$ cat config.mk
export PLATFORM = sky130hd
export DESIGN_NAME = alu_issue_ctrl_flat
export DESIGN_NICKNAME = d
export VERILOG_FILES = /design/src/rtl/alu_issue_if.sv /design/src/rtl/alu_issue_ctrl.sv /design/src/flat_wrapper.sv
export SDC_FILE = /design/constraint.sdc
export NUM_CORES = 1
export LEC_CHECK = 0
export BUFFER_PORTS_ARGS = -buffer_cell sky130_fd_sc_hd__clkbuf_2
export CORE_MARGIN = 5
export CORE_UTILIZATION = 54
export DETAILED_ROUTE_END_ITERATION = 10
export PLACE_DENSITY = 0.95
export SYNTH_ARGS = -nofsm -noshare
export SYNTH_HDL_FRONTEND = slang
export SYNTH_SLANG_ARGS = --single-unit
$ cat constraint.sdc
create_clock -name clk -period 4.2 [get_ports clk]
set_input_delay 0.42 -clock clk [delete_from_list [all_inputs] [get_ports clk]]
set_output_delay 0.42 -clock clk [all_outputs]
set_load 0.03 [all_outputs]
$ cat src/rtl/alu_issue_if.sv
// ============================================================================
// Module  : alu_issue_if
// Brief   : Fetch, register-file and ALU signals around the issue controller
// Revision: 1.0
// ============================================================================
`default_nettype none

interface alu_issue_if #(
    parameter int DW = 8,
    parameter int AW = 3
);
    logic          instr_valid;
    logic          instr_ready;
    logic [8:0]    instr;
    logic [AW-1:0] rf_raddr_a;
    logic [AW-1:0] rf_raddr_b;
    logic [DW-1:0] rf_rdata_a;
    logic [DW-1:0] rf_rdata_b;
    logic [2:0]    alu_op;
    logic [DW-1:0] alu_a;
    logic [DW-1:0] alu_b;
    logic          alu_valid;
    logic          alu_ready;
    logic [DW-1:0] alu_result;
    logic          alu_done;
    logic          rf_we;
    logic [AW-1:0] rf_waddr;
    logic [DW-1:0] rf_wdata;
    logic          err;
    logic [15:0]   retired;

    // master is the issue controller; slave is its surroundings
    modport master (
        input  instr_valid, instr, rf_rdata_a, rf_rdata_b,
               alu_ready, alu_result, alu_done,
        output instr_ready, rf_raddr_a, rf_raddr_b, alu_op, alu_a, alu_b,
               alu_valid, rf_we, rf_waddr, rf_wdata, err, retired
    );

    modport slave (
        output instr_valid, instr, rf_rdata_a, rf_rdata_b,
               alu_ready, alu_result, alu_done,
        input  instr_ready, rf_raddr_a, rf_raddr_b, alu_op, alu_a, alu_b,
               alu_valid, rf_we, rf_waddr, rf_wdata, err, retired
    );
endinterface

`default_nettype wire

$ cat src/rtl/alu_issue_ctrl.sv
// ============================================================================
// Module  : alu_issue_ctrl
// Brief   : Single-issue decode/issue controller: RF read, ALU issue, write-back
// Revision: 1.0
// ============================================================================
`default_nettype none

module alu_issue_ctrl #(
    parameter int DW      = 8,
    parameter int AW      = 3,
    parameter int TIMEOUT = 16
) (
    input wire          clk,
    input wire          reset,
    alu_issue_if.master bus
);
    typedef enum logic [2:0] {
        S_IDLE  = 3'd0,
        S_READ  = 3'd1,
        S_ISSUE = 3'd2,
        S_WAIT  = 3'd3,
        S_WB    = 3'd4
    } state_t;

    localparam logic [2:0] c_op_clr   = 3'b101;
    // Abort happens at the end of the TIMEOUT-th WAIT cycle without alu_done
    localparam logic [7:0] c_tmo_last = 8'(TIMEOUT - 1);

    state_t        r_state;
    logic [8:0]    r_instr;
    logic [7:0]    r_tmo_cnt;
    logic          r_instr_ready;
    logic [2:0]    r_alu_op;
    logic [DW-1:0] r_alu_a;
    logic [DW-1:0] r_alu_b;
    logic          r_alu_valid;
    logic          r_rf_we;
    logic [AW-1:0] r_rf_waddr;
    logic [DW-1:0] r_rf_wdata;
    logic          r_err;
    logic [15:0]   r_retired;

    always_ff @(posedge clk) begin
        if (reset) begin
            r_state       <= S_IDLE;
            r_instr       <= '0;
            r_tmo_cnt     <= '0;
            r_instr_ready <= 1'b1;
            r_alu_op      <= '0;
            r_alu_a       <= '0;
            r_alu_b       <= '0;
            r_alu_valid   <= 1'b0;
            r_rf_we       <= 1'b0;
            r_rf_waddr    <= '0;
            r_rf_wdata    <= '0;
            r_err         <= 1'b0;
            r_retired     <= '0;
        end else begin
            r_rf_we <= 1'b0;
            unique case (r_state)
                S_IDLE: begin
                    if (bus.instr_valid && r_instr_ready) begin
                        r_instr       <= bus.instr;
                        r_instr_ready <= 1'b0;
                        r_state       <= S_READ;
                    end
                end
                S_READ: begin
                    r_alu_a  <= bus.rf_rdata_a;
                    r_alu_b  <= bus.rf_rdata_b;
                    r_alu_op <= r_instr[8:6];
                    if (r_instr[8:6] == c_op_clr) begin
                        r_rf_we    <= 1'b1;
                        r_rf_waddr <= AW'(r_instr[5:3]);
                        r_rf_wdata <= '0;
                        r_state    <= S_WB;
                    end else begin
                        r_alu_valid <= 1'b1;
                        r_state     <= S_ISSUE;
                    end
                end
                S_ISSUE: begin
                    if (r_alu_valid && bus.alu_ready) begin
                        r_alu_valid <= 1'b0;
                        r_tmo_cnt   <= '0;
                        r_state     <= S_WAIT;
                    end
                end
                S_WAIT: begin
                    // A result in the final allowed cycle still beats the abort
                    if (bus.alu_done) begin
                        r_rf_we    <= 1'b1;
                        r_rf_waddr <= AW'(r_instr[5:3]);
                        r_rf_wdata <= bus.alu_result;
                        r_state    <= S_WB;
                    end else if (r_tmo_cnt == c_tmo_last) begin
                        r_err         <= 1'b1;
                        r_instr_ready <= 1'b1;
                        r_state       <= S_IDLE;
                    end else begin
                        r_tmo_cnt <= r_tmo_cnt + 8'd1;
                    end
                end
                S_WB: begin
                    r_retired     <= r_retired + 16'd1;
                    r_instr_ready <= 1'b1;
                    r_state       <= S_IDLE;
                end
                default: begin
                    r_alu_valid   <= 1'b0;
                    r_instr_ready <= 1'b1;
                    r_state       <= S_IDLE;
                end
            endcase
        end
    end

    assign bus.instr_ready = r_instr_ready;
    assign bus.rf_raddr_a  = AW'(r_instr[5:3]);
    assign bus.rf_raddr_b  = AW'(r_instr[2:0]);
    assign bus.alu_op      = r_alu_op;
    assign bus.alu_a       = r_alu_a;
    assign bus.alu_b       = r_alu_b;
    assign bus.alu_valid   = r_alu_valid;
    assign bus.rf_we       = r_rf_we;
    assign bus.rf_waddr    = r_rf_waddr;
    assign bus.rf_wdata    = r_rf_wdata;
    assign bus.err         = r_err;
    assign bus.retired     = r_retired;
endmodule

`default_nettype wire
$ cat src/flat_wrapper.sv
// flat-port wrapper written by rule: the top's interface ports become plain ports
module alu_issue_ctrl_flat 
#(
    parameter int DW      = 8,
    parameter int AW      = 3,
    parameter int TIMEOUT = 16
)
  (clk, reset, bus_instr_valid, bus_instr, bus_rf_rdata_a, bus_rf_rdata_b, bus_alu_ready, bus_alu_result, bus_alu_done, bus_instr_ready, bus_rf_raddr_a, bus_rf_raddr_b, bus_alu_op, bus_alu_a, bus_alu_b, bus_alu_valid, bus_rf_we, bus_rf_waddr, bus_rf_wdata, bus_err, bus_retired);
  alu_issue_if #(.DW(DW), .AW(AW)) bus_i ();
  input wire clk;
  input wire reset;
  input wire logic [$bits(bus_i.instr_valid)-1:0] bus_instr_valid;
  input wire logic [$bits(bus_i.instr)-1:0] bus_instr;
  input wire logic [$bits(bus_i.rf_rdata_a)-1:0] bus_rf_rdata_a;
  input wire logic [$bits(bus_i.rf_rdata_b)-1:0] bus_rf_rdata_b;
  input wire logic [$bits(bus_i.alu_ready)-1:0] bus_alu_ready;
  input wire logic [$bits(bus_i.alu_result)-1:0] bus_alu_result;
  input wire logic [$bits(bus_i.alu_done)-1:0] bus_alu_done;
  output wire logic [$bits(bus_i.instr_ready)-1:0] bus_instr_ready;
  output wire logic [$bits(bus_i.rf_raddr_a)-1:0] bus_rf_raddr_a;
  output wire logic [$bits(bus_i.rf_raddr_b)-1:0] bus_rf_raddr_b;
  output wire logic [$bits(bus_i.alu_op)-1:0] bus_alu_op;
  output wire logic [$bits(bus_i.alu_a)-1:0] bus_alu_a;
  output wire logic [$bits(bus_i.alu_b)-1:0] bus_alu_b;
  output wire logic [$bits(bus_i.alu_valid)-1:0] bus_alu_valid;
  output wire logic [$bits(bus_i.rf_we)-1:0] bus_rf_we;
  output wire logic [$bits(bus_i.rf_waddr)-1:0] bus_rf_waddr;
  output wire logic [$bits(bus_i.rf_wdata)-1:0] bus_rf_wdata;
  output wire logic [$bits(bus_i.err)-1:0] bus_err;
  output wire logic [$bits(bus_i.retired)-1:0] bus_retired;
  assign bus_i.instr_valid = bus_instr_valid;
  assign bus_i.instr = bus_instr;
  assign bus_i.rf_rdata_a = bus_rf_rdata_a;
  assign bus_i.rf_rdata_b = bus_rf_rdata_b;
  assign bus_i.alu_ready = bus_alu_ready;
  assign bus_i.alu_result = bus_alu_result;
  assign bus_i.alu_done = bus_alu_done;
  assign bus_instr_ready = bus_i.instr_ready;
  assign bus_rf_raddr_a = bus_i.rf_raddr_a;
  assign bus_rf_raddr_b = bus_i.rf_raddr_b;
  assign bus_alu_op = bus_i.alu_op;
  assign bus_alu_a = bus_i.alu_a;
  assign bus_alu_b = bus_i.alu_b;
  assign bus_alu_valid = bus_i.alu_valid;
  assign bus_rf_we = bus_i.rf_we;
  assign bus_rf_waddr = bus_i.rf_waddr;
  assign bus_rf_wdata = bus_i.rf_wdata;
  assign bus_err = bus_i.err;
  assign bus_retired = bus_i.retired;
  alu_issue_ctrl #(.DW(DW), .AW(AW), .TIMEOUT(TIMEOUT)) u_core (.clk(clk), .reset(reset), .bus(bus_i));
endmodule
==> reports/results.txt <==
Nets@finish: 443
Crit-path cells: nand2b_1, nor2_1, nand2_1, a21oi_1
RSZ-0062 raised after global routing: no
Switching share of power: 26.3%
Max VDD drop: 0.000308 V
DIE HEIGHT: 82.6 µm
Worst Skew: 7.88 ps
Tightest Hold Check Type: input pin to flip-flop
Total grt overflow: 0
Async SR Flop Fraction: 0%
Proportion of layout cells with a drive suffix above 1: 28.9%
Resized cells post-CTS: 0
Logic pwr share: 13.3%
Reg-to-reg critical path startpoint: u_core.r_state[0]$_SDFFE_PP0P_
Clock root buffer: clkbuf_8
Minimum setup slack among reg-to-reg paths: 2080 ps
MaxCap Viol Count: 0
Clock transition at path regs: 70 ps
Final setup TNS: 0 ps
Die width: 82.6 µm
Fin. max-slew vios: 0
Die Area: 0.00682 mm²
Prevailing post-synth register cell: dfxtp_1
Vias in the first global route: 2477
Arrival @ worst endpoint: 2390 ps
Routed Antenna Nets: 0
Period utilisation layout: 50.4%
Clock Latency Late Sink: 350 ps
Final period demand of the worst path: 2120 ps
Num CTS Buffers: 9
H-tree depth: 3
Share of the synthesized area in the top cell type: 49.3%
Gr usage total: 20.7%
Bufs on Longest Clock Path: 2
Top cells by area, synth: dfxtp_1 49%, nand2_1 6.7%, a21oi_1 5.3%
Synth Area per Inst: 8.95 µm²
Clock power frac: 41.3%
Status: finished clean
Worst EP required: 4470 ps
Post-synthesis sequential area ratio: 49.3%
Max_slew headroom: 19.5%
Distinct cells, synth: 42
Synth warn: 0
R2R depth: 4
Area of the core: 0.00511 mm²
Placed cell count: 462
Reg2reg end: u_core.bus.alu_b[4]$_SDFFE_PP0P_
Metal2 WL: 3.42 mm
Hpwl dp: 4.74 mm
Initial core utilization: 55.7%
Max stage delay on crit path: 940 ps
Max Fclk: 0.472 GHz
DRC: 0
P_int: 1.18 mW
# rows: 26
Initial DRC count: 205
Total iterations of the first detailed-routing run: 4
FILL cells: 379
Crit end category: flip-flop
Critical path class: flip-flop to flip-flop
Met3 routed WL: 441 µm
Met1 WL: 2.73 mm
Area grow syn2layout: 25.1%
Static Leakage: 1.51 nW
Synth Instances: 318
IO Pins: 94
# diodes: 0
Top sig layer: met4
Yosys top cell by area: dfxtp_1
Port Buffer Count: 93
Vias: 2587
Buffer and inverter count on the worst path: 0
Wire per inst: 14.1 µm
Register bit total from synthesis: 70
Fin. Hold Viols: 0
Hold_sp: bus_alu_result[4]
CP Max Fanout: 20
Via-to-Cell Ratio: 5.41
Post-synth top cells: 70 x dfxtp_1, 51 x nand2_1, 31 x nor2_1, 30 x a21oi_1, 13 x mux2i_1
Setup Fix Bufs, Post-CTS: 0
PwrDens: 449 mW/mm²
Syn Std Cell Area: 0.00285 mm²
WHS Endpoint: u_core.bus.rf_wdata[4]$_SDFFE_PP0P_
Number of synthesized flops with an enable pin: 0
Initial antenna violation count: 0
First-pass GRT wire length: 10.8 mm
Placer congestion estimate: 0.771
Hold Crit Depth: 2
Count leader, synth: dfxtp_1
Wirelength, routed: 6.75 mm
Actual slew at the worst max-slew pin: 1200 ps
Count of hold-fix buffers inserted at cts: 0
Syn_nets: 358
Endpoints failing setup: 0
CP top delay family: simple AND/OR/NAND/NOR gates
Reg power frac: 45.4%
Finished Layout Cells: 478
CP max-delay cell: nor2_1
P_sw: 0.420 mW
Largest net degree at the start of global routing: 49
CTS tree: built
CTS sink count: 70
CP Launch Type: flip-flop
## how the worst max path moves through the flow
stage | start | end | slack [ps] | cells after the start
3_5_place_dp | u_core.r_state[0]$_SDFFE_PP0P_ | u_core.bus.alu_b[4]$_SDFFE_PP0P_ | 2080 | 4
5_1_grt | u_core.r_state[0]$_SDFFE_PP0P_ | u_core.bus.alu_a[6]$_SDFFE_PP0P_ | 1880 | 4
2_1_floorplan | u_core.bus.retired[0]$_SDFFE_PP0N_ | u_core.bus.retired[12]$_SDFFE_PP0N_ | 2420 | 5
4_1_cts | u_core.r_state[0]$_SDFFE_PP0P_ | u_core.bus.alu_b[4]$_SDFFE_PP0P_ | 2080 | 4
6_report | u_core.r_state[0]$_SDFFE_PP0P_ | u_core.bus.alu_b[4]$_SDFFE_PP0P_ | 2080 | 4
3_3_place_gp | u_core.r_state[0]$_SDFFE_PP0P_ | u_core.r_state[1]$_SDFFE_PP0P_ | 2210 | 4
## worst register-to-register path, cell delays in order (launching register included)
cell	delay [ps]
dfxtp_1	560
nand2b_1	210
nor2_1	940
nand2_1	150
a21oi_1	180
## logic make-up (layout without fill, tap and decap cells)
group | count (synthesis) | after routing | synth area share, %
simple gates | 136 | 136 | 23.8
flops | 70 | 70 | 49.3
compound gates | 61 | 61 | 13.5
buf+inv | 24 | 114 | 4.13
mux | 14 | 14 | 4.97
xor+xnor | 11 | 11 | 3.39
fa+ha+maj | 2 | 2 | 0.879
## cell usage in the layout, fill, tap and decap left out, drive strengths merged
| cell | synthesis | layout |
|---|---|---|
| a2111o | 1 | 1 |
| a22o | 8 | 8 |
| xnor2 | 4 | 4 |
| and3 | 6 | 6 |
| dfxtp | 70 | 70 |
| or2 | 2 | 2 |
| o211a | 1 | 1 |
| a211oi | 3 | 3 |
| xor2 | 7 | 7 |
| or3 | 3 | 3 |
| and4 | 1 | 1 |
| a21oi | 31 | 31 |
| nand4bb | 3 | 3 |
| bufinv | 0 | 3 |
| mux2i | 13 | 13 |
| nand3b | 2 | 2 |
| a311oi | 1 | 1 |
| o21ai | 6 | 6 |
| nand2 | 51 | 51 |
| nor2b | 5 | 5 |
| a31oi | 6 | 6 |
| and2 | 3 | 3 |
| nor3b | 3 | 3 |
| and4b | 1 | 1 |
| nor4 | 4 | 4 |
| inv | 3 | 3 |
| ha | 2 | 2 |
| a311o | 1 | 1 |
| nand4 | 8 | 8 |
| clkbuf | 10 | 103 |
| nor3 | 3 | 3 |
| nand2b | 4 | 4 |
| nor2 | 31 | 31 |
| mux2 | 1 | 1 |
| a211o | 1 | 1 |
| a41oi | 2 | 2 |
| clkinv | 0 | 3 |
| nand3 | 6 | 6 |
| buf | 11 | 2 |
## area by class of cell
| type | count | area, µm² | share of cell area (%) |
|---|---|---|---|
| clock buffers | 10 | 138 | 3.87 |
| clock inverters | 6 | 109 | 3.06 |
| inverters | 3 | 11.3 | 0.316 |
| multi-input cells | 224 | 1330 | 37.4 |
| flip-flops and latches | 70 | 1400 | 39.4 |
| well taps | 70 | 87.6 | 2.46 |
| repair buffers | 95 | 480 | 13.5 |
## state kept, by name, indices dropped and copies added, names as in the netlist
name,flops
u_core.bus.alu_valid,1
u_core.r_state,3
u_core.bus.rf_waddr,3
u_core.bus.err,1
u_core.bus.retired,16
u_core.bus.rf_wdata,8
u_core.r_instr,9
u_core.bus.rf_we,1
u_core.bus.alu_op,3
u_core.bus.alu_a,8
u_core.bus.instr_ready,1
u_core.bus.alu_b,8
u_core.r_tmo_cnt,8
## metal layers
metal	vias up	global-route usage, %
li1	1276	-
met1	1204	24.3
met2	94	34.3
met3	13	4.99
met4	0	12.1
met5	-	0
## power by group through the flow
stage / clock, mW / sequential (mW) / combinational (mW)
detailed placement: 0 / 0.739 / 0.213
CTS: 0.668 / 0.724 / 0.214
global route: 0.691 / 0.729 / 0.231
finish: 0.661 / 0.725 / 0.212
floorplan: 0 / 0.769 / 0.123
global placement: 0 / 0.737 / 0.206
## stage by stage
stage               hold WS (ps)  cell area [µm²]  utilization, %  setup slack [ps]  power, mW
CTS                          282             3560            69.7              2080       1.61
finish                       289             3560            69.7              2080       1.60
global route                 288             3560            69.7              1880       1.65
detailed placement           447             3310            64.9              2080      0.952
floorplan                    439             2850               -              2420      0.892
global placement             441             3310            64.9              2210      0.944
No activity file was read; power rests on OpenSTA's default activity.
